==> src/rtl/regfile_wb_arbiter.sv <==
// Register-file writeback arbiter.
// Merges the pipeline writeback stream with results from a multicycle unit.
// Multicycle results are buffered in a 2-entry FIFO. A nonzero pipeline
// writeback always has priority. A busy scoreboard tracks multicycle
// destinations that have not been written back yet. A starvation counter
// requests a pipeline bubble when the FIFO head keeps losing arbitration.
module regfile_wb_arbiter #(
    parameter int STARVE_LIMIT = 4
) (
    input  logic        clk,
    input  logic        rst,
    input  logic        wb_valid,
    input  logic [4:0]  wb_reg,
    input  logic [31:0] wb_data,
    input  logic        mc_valid,
    output logic        mc_ready,
    input  logic [4:0]  mc_reg,
    input  logic [31:0] mc_data,
    input  logic        mc_issue,
    input  logic [4:0]  mc_issue_reg,
    input  logic [4:0]  rs_addr,
    input  logic [4:0]  rt_addr,
    output logic        rs_busy,
    output logic        rt_busy,
    output logic        stall_req,
    output logic        issue_err,
    output logic        rf_we,
    output logic [4:0]  rf_waddr,
    output logic [31:0] rf_wdata
);

    localparam int CW = $clog2(STARVE_LIMIT + 1);
    localparam logic [CW-1:0] LIMIT = CW'(STARVE_LIMIT);

    // FIFO storage and pointers
    logic [4:0]  fifoRegMem  [2];
    logic [31:0] fifoDataMem [2];
    logic        rdPtrReg, wrPtrReg;
    logic [1:0]  countReg, countNext;

    // Scoreboard: bit 0 is implicit and always reads as 0
    logic [31:1] busyReg, busyNext;
    logic [31:0] busyFull;

    logic [CW-1:0] starveReg, starveNext;
    logic          issueErrReg;

    logic        wbReq, fifoNonEmpty, headSel, push, selWe;
    logic [4:0]  headReg, selAddr;
    logic [31:0] headData, selData;
    logic        issueClr, issueHit;

    // Arbitration and handshake decode
    always_comb begin
        fifoNonEmpty = (countReg != 2'd0);
        headReg      = fifoRegMem[rdPtrReg];
        headData     = fifoDataMem[rdPtrReg];
        wbReq        = wb_valid && (wb_reg != 5'd0);
        headSel      = !wbReq && fifoNonEmpty;
        push         = mc_valid && mc_ready;
        selWe        = wbReq || (headSel && (headReg != 5'd0));
        selAddr      = wbReq ? wb_reg  : headReg;
        selData      = wbReq ? wb_data : headData;
        countNext    = countReg + {1'b0, push} - {1'b0, headSel};
    end

    assign mc_ready = (countReg < 2'd2) && !rst;

    // Starvation counter: the counter climbs while the head loses to a
    // writeback. It saturates at the limit and clears on commit or when empty.
    always_comb begin
        starveNext = starveReg;
        if (!fifoNonEmpty || headSel)
            starveNext = '0;
        else if (starveReg != LIMIT)
            starveNext = starveReg + 1'b1;
    end

    assign stall_req = (starveReg == LIMIT) && fifoNonEmpty;

    // Per-register scoreboard next state; an issue overrides a same-cycle clear
    genvar gi;
    generate
        for (gi = 1; gi < 32; gi++) begin : g_busy
            logic setBit, clrBit;
            assign setBit = mc_issue && (mc_issue_reg == 5'(gi));
            assign clrBit = headSel && (headReg == 5'(gi));
            assign busyNext[gi] = setBit ? 1'b1 : (clrBit ? 1'b0 : busyReg[gi]);
        end
    endgenerate

    assign busyFull = {busyReg, 1'b0};
    assign rs_busy  = busyFull[rs_addr];
    assign rt_busy  = busyFull[rt_addr];

    // Issuing to a register that is still busy is an error, unless that register clears this cycle
    always_comb begin
        issueClr = headSel && (headReg == mc_issue_reg);
        issueHit = mc_issue && (mc_issue_reg != 5'd0) &&
                   busyFull[mc_issue_reg] && !issueClr;
    end

    assign issue_err = issueErrReg;

    // FIFO payload write; the contents are don't-care once count returns to 0
    always_ff @(posedge clk) begin
        if (push) begin
            fifoRegMem[wrPtrReg]  <= mc_reg;
            fifoDataMem[wrPtrReg] <= mc_data;
        end
    end

    // Control state: FIFO pointers and count, scoreboard, counter, error flag
    always_ff @(posedge clk or posedge rst) begin
        if (rst) begin
            rdPtrReg    <= 1'b0;
            wrPtrReg    <= 1'b0;
            countReg    <= 2'd0;
            busyReg     <= '0;
            starveReg   <= '0;
            issueErrReg <= 1'b0;
        end else begin
            if (push)
                wrPtrReg <= ~wrPtrReg;
            if (headSel)
                rdPtrReg <= ~rdPtrReg;
            countReg  <= countNext;
            busyReg   <= busyNext;
            starveReg <= starveNext;
            if (issueHit)
                issueErrReg <= 1'b1;
        end
    end

    // Registered write port: address and data keep their last value when there is no write
    always_ff @(posedge clk or posedge rst) begin
        if (rst) begin
            rf_we    <= 1'b0;
            rf_waddr <= 5'd0;
            rf_wdata <= 32'd0;
        end else begin
            rf_we <= selWe;
            if (selWe) begin
                rf_waddr <= selAddr;
                rf_wdata <= selData;
            end
        end
    end

endmodule

==> config.mk <==
export PLATFORM = sky130hd
export DESIGN_NAME = regfile_wb_arbiter
export DESIGN_NICKNAME = d
export VERILOG_FILES = /design/src/rtl/regfile_wb_arbiter.sv
export SDC_FILE = /design/constraint.sdc
export NUM_CORES = 1
export LEC_CHECK = 0
export CAP_MARGIN = 20
export CORE_MARGIN = 2
export CORE_UTILIZATION = 53
export CTS_BUF_LIST = sky130_fd_sc_hd__clkbuf_4
export CTS_CLUSTER_DIAMETER = 100
export DETAILED_ROUTE_END_ITERATION = 10
export PLACE_DENSITY = 0.82
export SETUP_SLACK_MARGIN = 0.15
export SKIP_CTS_REPAIR_TIMING = 1
export SLEW_MARGIN = 40
export SYNTH_ARGS = -nofsm -noshare
export SYNTH_HDL_FRONTEND = slang
export SYNTH_SLANG_ARGS = --single-unit
export TNS_END_PERCENT = 20
==> constraint.sdc <==
create_clock -name clk -period 5.9 [get_ports clk]
set_input_delay 0.885 -clock clk [delete_from_list [all_inputs] [get_ports clk]]
set_output_delay 0.885 -clock clk [all_outputs]
set_load 0.01 [all_outputs]
* Word level (Yosys, flattened, before mapping) *
Memories as Yosys holds them, arrays and structs flattened.
Index checks and enable logic that the tools add are counted.

operators by class
  add/subtract/negate cells = 3
  $lt $le $gt $ge = 4
  equal/unequal tests = 65
  muxes and demuxes = 74
  bitwise gates (word level) = 2
  reduce and logical (&&, ||, !) cells = 114

operators with widths
  operator                                                                       count
  5-bit == test (second input constant)                                          32
  5-bit by 4-bit == test with 1-bit output (second input constant)               16
  1-bit logical AND                                                              72
  1-bit 2-to-1 mux                                                               67
  2-bit nonzero test                                                             33
  5-bit by 3-bit == test with 1-bit output (second input constant)               8
  32-bit 2-to-1 mux                                                              1
  5-bit by 2-bit == test with 1-bit output (second input constant)               4
  5-bit by 6-bit less-than comparator with 1-bit output (second input constant)  3
  1-bit binary-select mux with 5-bit select                                      3
  5-bit nonzero test                                                             3
  5-bit by 1-bit == test with 1-bit output (second input constant)               2
  3-bit 2-to-1 mux                                                               2
  5-bit == test                                                                  1
  5-bit 2-to-1 mux                                                               1
  1-bit logical NOT                                                              4
  3-bit by 1-bit adder with 3-bit output (second input constant)                 1
  3-bit == test (second input constant)                                          1
  3-bit inequality test (second input constant)                                  1
  2-bit by 1-bit adder with 2-bit output                                         1
  1-bit logical OR                                                               2
  2-bit less-than comparator (second input constant)                             1
  1-bit inverter                                                                 2
  2-bit by 1-bit subtractor with 2-bit output                                    1

word-level totals
  register bits after elaboration = 77
  bits in writable memories = 74
  bits of input ports = 94
  output and inout port bits = 43
  logic and storage cells = 303
  memories = 2

memories
  memory       words  bits a word  read ports  clocked after memory_dff  write ports  line  text
  fifoDataMem  2      32           1           0                         1            37    logic [31:0] fifoDataMem [2];
  fifoRegMem   2      5            1           0                         1            36    logic [4:0] fifoRegMem [2];

* Depth between registers and ports, before layout *
Gate-level depths: netlist (run 1).

  depth after elaboration = 7
  depth in mapped cells = 9
  mapped depth without buffers = 9

* Worst setup path before layout (run 1) *
No wires, ideal clock.

  kind = in2reg
  start = input rst
  end = memory fifoDataMem[0][0], enable pin
  library setup time = 0.431 ns
  data arrival time = 2.848 ns
  data required time = 5.469 ns
  slack = 2.621 ns
  stages = 3
  buffers on the path = 0
  cells stage by stage = nor2_1 -> nand2_1 -> nor2_1

on the way
  word-level cells in the longest chain between the ends = 5

ends and longest elaborated chain
  item                                    line  text
  from (decl)                             11    input logic rst,
  1-bit logical NOT (no source line)      --
  1-bit logical AND                       67    assign mc_ready = (countReg < 2'd2) && !rst;
  1-bit logical AND                       60    push = mc_valid && mc_ready;
  1-bit 2-to-1 mux                        107   if (push) begin
  1-bit 2-to-1 mux (implied by the code)  109   fifoDataMem[wrPtrReg] <= mc_data;
  to (decl)                               37

Every way passes these cells.

* Final worst setup path (run 1) *
  start = input rs_addr[0]
  end = output rs_busy

on the way
  word-level cells in the longest chain between the ends = 2

ends and longest elaborated chain
  item                                       line  text
  from (decl)                                21    input logic [4:0] rs_addr,
  1-bit binary-select mux with 5-bit select  93    assign rs_busy = busyFull[rs_addr];
  1-bit 2-to-1 mux (implied by the code)     93
  to (decl)                                  23    output logic rs_busy,

Every way passes these cells. The select of a mux whose other input is x is not followed.

==> results of run 1 <==
-- cell type report --
cell class / count / area (sq um)
Clock buffer: 19 / 143
Clock inverter: 12 / 104
Fill cell: 995 / 4000
Inverter: 6 / 22.5
Multi-Input combinational cell: 374 / 2640
Sequential cell: 151 / 4150
Tap cell: 172 / 215
Timing Repair Buffer: 142 / 1450
-- sequential cells by signal, summed over array words and instances, names as in the netlist --
name	flops
fifoDataMem	64
rf_wdata	32
busyReg	31
fifoRegMem	10
rf_waddr	5
starveReg	3
countReg	2
issue_err	1
rdPtrReg	1
rf_we	1
wrPtrReg	1
-- cell families (layout without fill, tap and decap cells) --
family	count (synthesis)	count (layout)	synth area share, %
AO/OA/AOI/OAI	151	151	11.5
XOR/XNOR	10	10	1.26
adder cells (fa/ha/maj)	4	4	0.719
buffers and inverters	38	179	2.82
flip-flops	151	151	59.6
multiplexers	69	69	14.6
AND/OR/NAND/NOR	140	140	9.44
-- path summary, 6_finish.rpt --
kind	end	slack, ns	depth (start not counted)
max	rs_busy	1.54	5
min	rf_wdata[1]	0.50	2
min reg2reg	rf_wdata[1]	0.50	2
min in group asynchronous	rf_wdata[16]	0.90	3
max reg2reg	rf_wdata[7]	3.07	6
max in group asynchronous	rdPtrReg	4.51	3
-- per-stage QoR --
stage | instances | setup slack [ns] | instance area (sq um) | total power (uW)
6_report | 876 | 1.54 | 8720 | 3490
5_1_grt | 876 | 1.41 | 8720 | 3690
4_1_cts | 875 | 1.50 | 8710 | 3500
3_5_place_dp | 844 | 1.50 | 8470 | 2930
3_3_place_gp | 842 | 1.57 | 8400 | 2850
2_1_floorplan | 563 | 2.62 | 6960 | 2380
-- report_power, final --
group          switching, uW  leakage [uW]  internal (uW)
combinational            603       0.00149            687
clock                    355      0.000137            216
sequential               235       0.00160           1400
-- Yosys cell counts, types with 5 or more instances --
| library cell | count | area [sq um] |
|---|---|---|
| nand2b_1 | 9 | 56.3 |
| clkbuf_1 | 12 | 45.0 |
| o21ai_1 | 21 | 105 |
| nor2b_1 | 5 | 31.3 |
| dfrtp_1 | 77 | 1930 |
| edfxtp_1 | 74 | 2220 |
| o21ai_0 | 85 | 425 |
| xnor2_1 | 10 | 87.6 |
| nor2_1 | 40 | 150 |
| mux2_2 | 6 | 67.6 |
| inv_1 | 6 | 22.5 |
| nor3_1 | 5 | 25.0 |
| mux2i_1 | 37 | 370 |
| nand3_1 | 8 | 40.0 |
| buf_4 | 5 | 37.5 |
| nand3b_1 | 5 | 37.5 |
| buf_2 | 10 | 50.1 |
| mux4_2 | 25 | 563 |
| nand2_1 | 54 | 203 |
| a21oi_1 | 33 | 165 |
-- layer usage --
metal	GRT usage, %	vias to the layer above
li1	-	2332
met1	30.6	2510
met2	40.4	238
met3	8.64	34
met4	9.45	0
met5	0	-
-- critical path, cell delays in order --
cell	delay, ns
clkdlybuf4s50_1	0.78
mux4_2	0.58
mux4_2	0.48
mux2_2	0.27
clkdlybuf4s50_1	0.48
==> results.yml, run 1 <==
run_status:
  status: "finished, final reports clean"
clock_tree:
  numCtsBuffers: 17
  cts_tree: "yes"
  clock_latency_ns: 0.54
  cts_root_buf: "clkbuf_4"
  cts_sinks: 151
  clk_path_buf_depth: 2
  clk_pin_slew_ns: 0.12
  cts_htree_levels: 4
timing:
  min_period_ns: 4.36
  min_period_over_period_pct: 73.9
  drv_slew: 0
  fmax_mhz: 229
  hold_viol_final: 0
  worst_pin_slew_ns: 0.775
  rsz0062_at_grt: "no"
  setup_tns_ns: 0
  slew_headroom_pct: 48.3
  hold_ws_ns: 0.502
  setup_viol: 0
  finClkSkew_ns: 0.0199
floorplan:
  die_y_um: 119
  core_area_sq_mm: 0.0127
  io_pins: 137
  rows: 41
  initial_utilization_pct: 54.7
  die-area_sq_mm: 0.0141
  die_w_um: 119
route:
  topRoutingLayerUsed: "met4"
  drt_iter0_drc: 570
  vias_per_cell: 5.84
  first_pass_iters: 5
  post_drt_wl_per_cell_um: 18.8
  met1Wirelength_um: 6480
  drtAntennaViolNets: 0
  routed_wl_um: 16500
  drc: 0
  dr_wl_met3_um: 1460
  dr_wl_met2_um: 8210
  via_count: 5114
layout:
  finalNetCount: 790
  layout_common_cells: "clkdlybuf4s50_1 (135), o21ai_0 (85), dfrtp_1 (76)"
  fin_util_pct: 68.6
  diodes: 0
  area.growth.synth_to_final_pct: 25.4
  mostFrequentLayoutCell: "clkdlybuf4s50_1"
  drive_gt1_share_pct: 12.2
placed_design:
  portBuffers: 136
  dp_hpwl_um: 12000
  place.gp.congestion: 0.924
worst_setup_path:
  critical_path_required_ns: 5.02
  end_kind: "primary output"
  crit_type: "in -> out"
  cp.arrival_ns: 3.47
  r2r-start: "rdPtrReg"
  start_kind: "primary input"
  critical_path.max_fanout: 9
  startpoint: "rs_addr[0]"
grt:
  antenna_found_initial: 0
  grt.total_usage_pct: 24.8
  grt_pass1_wl_um: 27000
  first_global_vias: 5312
  grt_overflow: 0
  grt_max_degree: 78
job:
  maxCapViolCount: 0
yosys:
  async_reset_ff_share_pct: 51.0
  synth_edf_count: 74
  ys_warn_count: 0
  ys_types: 42
  syn_nets: 661
  netlist_area_sq_mm: 0.00696
  ys_seq_area_share_pct: 59.6
  synth-seq-cells: 151
  yosys_most_used_dff: "dfrtp_1"
  postSynthAreaPerCell_sq_um: 12.4
  syn_inst: 563
pwr:
  ir_worst_vdd_uv: 262
  power.density_mw_per_mm2: 400
  leakage_uw: 0.00322
worst_hold_path:
  hp-start: "rf_wdata[1]"
  hold_path_class: "reg -> reg"
Power figures use the tool's default switching activity.
==> run 2: changes to the inputs <==
--- a/config.mk
+++ b/config.mk
@@ -7,11 +7,11 @@
 export LEC_CHECK = 0
 export CAP_MARGIN = 20
 export CORE_MARGIN = 2
-export CORE_UTILIZATION = 53
+export CORE_UTILIZATION = 48
 export CTS_BUF_LIST = sky130_fd_sc_hd__clkbuf_4
 export CTS_CLUSTER_DIAMETER = 100
 export DETAILED_ROUTE_END_ITERATION = 10
-export PLACE_DENSITY = 0.82
+export PLACE_DENSITY = 0.78
 export SETUP_SLACK_MARGIN = 0.15
 export SKIP_CTS_REPAIR_TIMING = 1
 export SLEW_MARGIN = 40
==> constraint.sdc (replaced) <==
create_clock -name clk -period 3.9 [get_ports clk]
set_input_delay 0.585 -clock clk [delete_from_list [all_inputs] [get_ports clk]]
set_output_delay 0.585 -clock clk [all_outputs]
set_load 0.01 [all_outputs]
==> results.yml, run 2 (synthesis gave the netlist of run 1 again) <==
floorplan:
  io_pins: 137
  die_y_um: 124
  core_area_sq_mm: 0.0140
  die-area_sq_mm: 0.0155
  rows: 43
  initial_utilization_pct: 49.5
  die_w_um: 124
placed_design:
  place.gp.congestion: 0.879
  dp_hpwl_um: 12100
  portBuffers: 136
  dp.cells: 856
worst_setup_path:
  r2r_end: "rf_wdata[5]"
  reg2reg_slack_ns: 1.68
  cp.arrival_ns: 3.17
  crit_buf_inv: 2
  end_kind: "primary output"
  crit_type: "in -> out"
  crit_path_top_delay_cell: "clkdlybuf4s50_1"
  start_kind: "primary input"
  critical_path_required_ns: 3.31
  path_delay_family: "multiplexers"
  ff2ff_path_depth: 5
  r2r-start: "rdPtrReg"
  startpoint: "rt_addr[0]"
  worstPathCellList: "clkdlybuf4s50_1, mux4_2, mux4_2, mux2_2, clkdlybuf4s50_1"
  critical_path.max_fanout: 8
  slowest_delay_ns: 0.79
layout:
  finalNetCount: 794
  diodes: 0
  final_cells: 889
  fin_util_pct: 62.8
  largest-register: "fifoDataMem"
  area.growth.synth_to_final_pct: 26.8
  drive_gt1_share_pct: 12.7
  largest_reg_flops: 64
  mostFrequentLayoutCell: "clkdlybuf4s50_1"
  layout_common_cells: "clkdlybuf4s50_1 (134), o21ai_0 (85), dfrtp_1 (76)"
  top_regs: "fifoDataMem: 64 flops, rf_wdata: 32 flops, busyReg: 31 flops"
timing:
  setup_viol: 0
  worst_pin_slew_ns: 0.773
  min_period_ns: 3.75
  min_period_over_period_pct: 96.2
  drv_slew: 0
  slew_headroom_pct: 48.5
  fmax_mhz: 266
  finClkSkew_ns: 0.0174
  hold_viol_final: 0
  rsz0062_at_grt: "yes"
  setup_tns_ns: 0
pwr:
  leakage_uw: 0.00328
  power.density_mw_per_mm2: 622
  ir_worst_vdd_uv: 325
  power_uw: 5490
route:
  routed_wl_um: 17000
  drc: 0
  drtAntennaViolNets: 0
  vias_per_cell: 5.68
  drt_iter0_drc: 364
  via_count: 5052
  post_drt_wl_per_cell_um: 19.1
  first_pass_iters: 5
clock_tree:
  cts_htree_levels: 4
  numCtsBuffers: 17
  cts_sinks: 151
  cts_root_buf: "clkbuf_4"
  cts_tree: "yes"
  clock_latency_ns: 0.53
  clk_pin_slew_ns: 0.13
  clk_path_buf_depth: 2
run_status:
  status: "finished, final reports clean"
grt:
  grt.total_usage_pct: 22.4
  first_global_vias: 5268
  antenna_found_initial: 0
  grt_overflow: 0
  grt_pass1_wl_um: 27300
  grt_max_degree: 70
worst_hold_path:
  hold_path_class: "in -> async"
job:
  maxCapViolCount: 0
run 2: cell count changes in the layout (fill, tap and decap cells not counted), sizes merged:
cell           before  now
bufinv              1    4
buf                 7   11
clkdlybuf4s50     135  134
clkinv              6    7
inv                 9    7
clkinvlp            2    1
dlymetal6s2s        0    1
run 2: metrics by stage:
step / area, sq um / setup slack (ns) / hold slack, ns
after detailed placement: 8480 / 0.115 / 0.475
after floorplan: 6960 / 0.921 / 0.460
after global placement: 8480 / 0.176 / 0.465
after global routing: 8820 / 0.0481 / 0.492
after CTS: 8800 / 0.111 / 0.502
final: 8820 / 0.146 / 0.480
run 2: layout make-up:
| class | instances | area [sq um] |
|---|---|---|
| clock buffers | 19 | 143 |
| fillers | 1072 | 5220 |
| repair buffers | 146 | 1470 |
| flip-flops and latches | 151 | 4150 |
| well taps | 180 | 225 |
| inverters | 6 | 23.8 |
| clock inverters | 13 | 179 |
| multi-input cells | 374 | 2630 |
run 2: report_power, final:
part | leakage [uW] | switching, uW | internal [uW]
clock | 0.000175 | 537 | 522
sequential | 0.00160 | 372 | 2110
combinational | 0.00151 | 911 | 1030
run 2: worst max path at each step:
stage | slack (ns) | to | depth (start not counted)
2_1_floorplan | 0.92 | fifoDataMem[0][0] | 3
3_3_place_gp | 0.18 | rt_busy | 5
3_5_place_dp | 0.11 | rs_busy | 5
4_1_cts | 0.11 | rs_busy | 5
5_1_grt | 0.05 | rt_busy | 5
6_report | 0.15 | rt_busy | 5
run 2: routing by layer:
layer / routed length [um] / track usage, % / up-vias
met2: 8410 / 36.8 / 212
met3: 1320 / 6.74 / 30
li1: - / - / 2346
met4: 323 / 8.00 / 0
met1: 6900 / 28.2 / 2464
met5: 0 / 0 / -
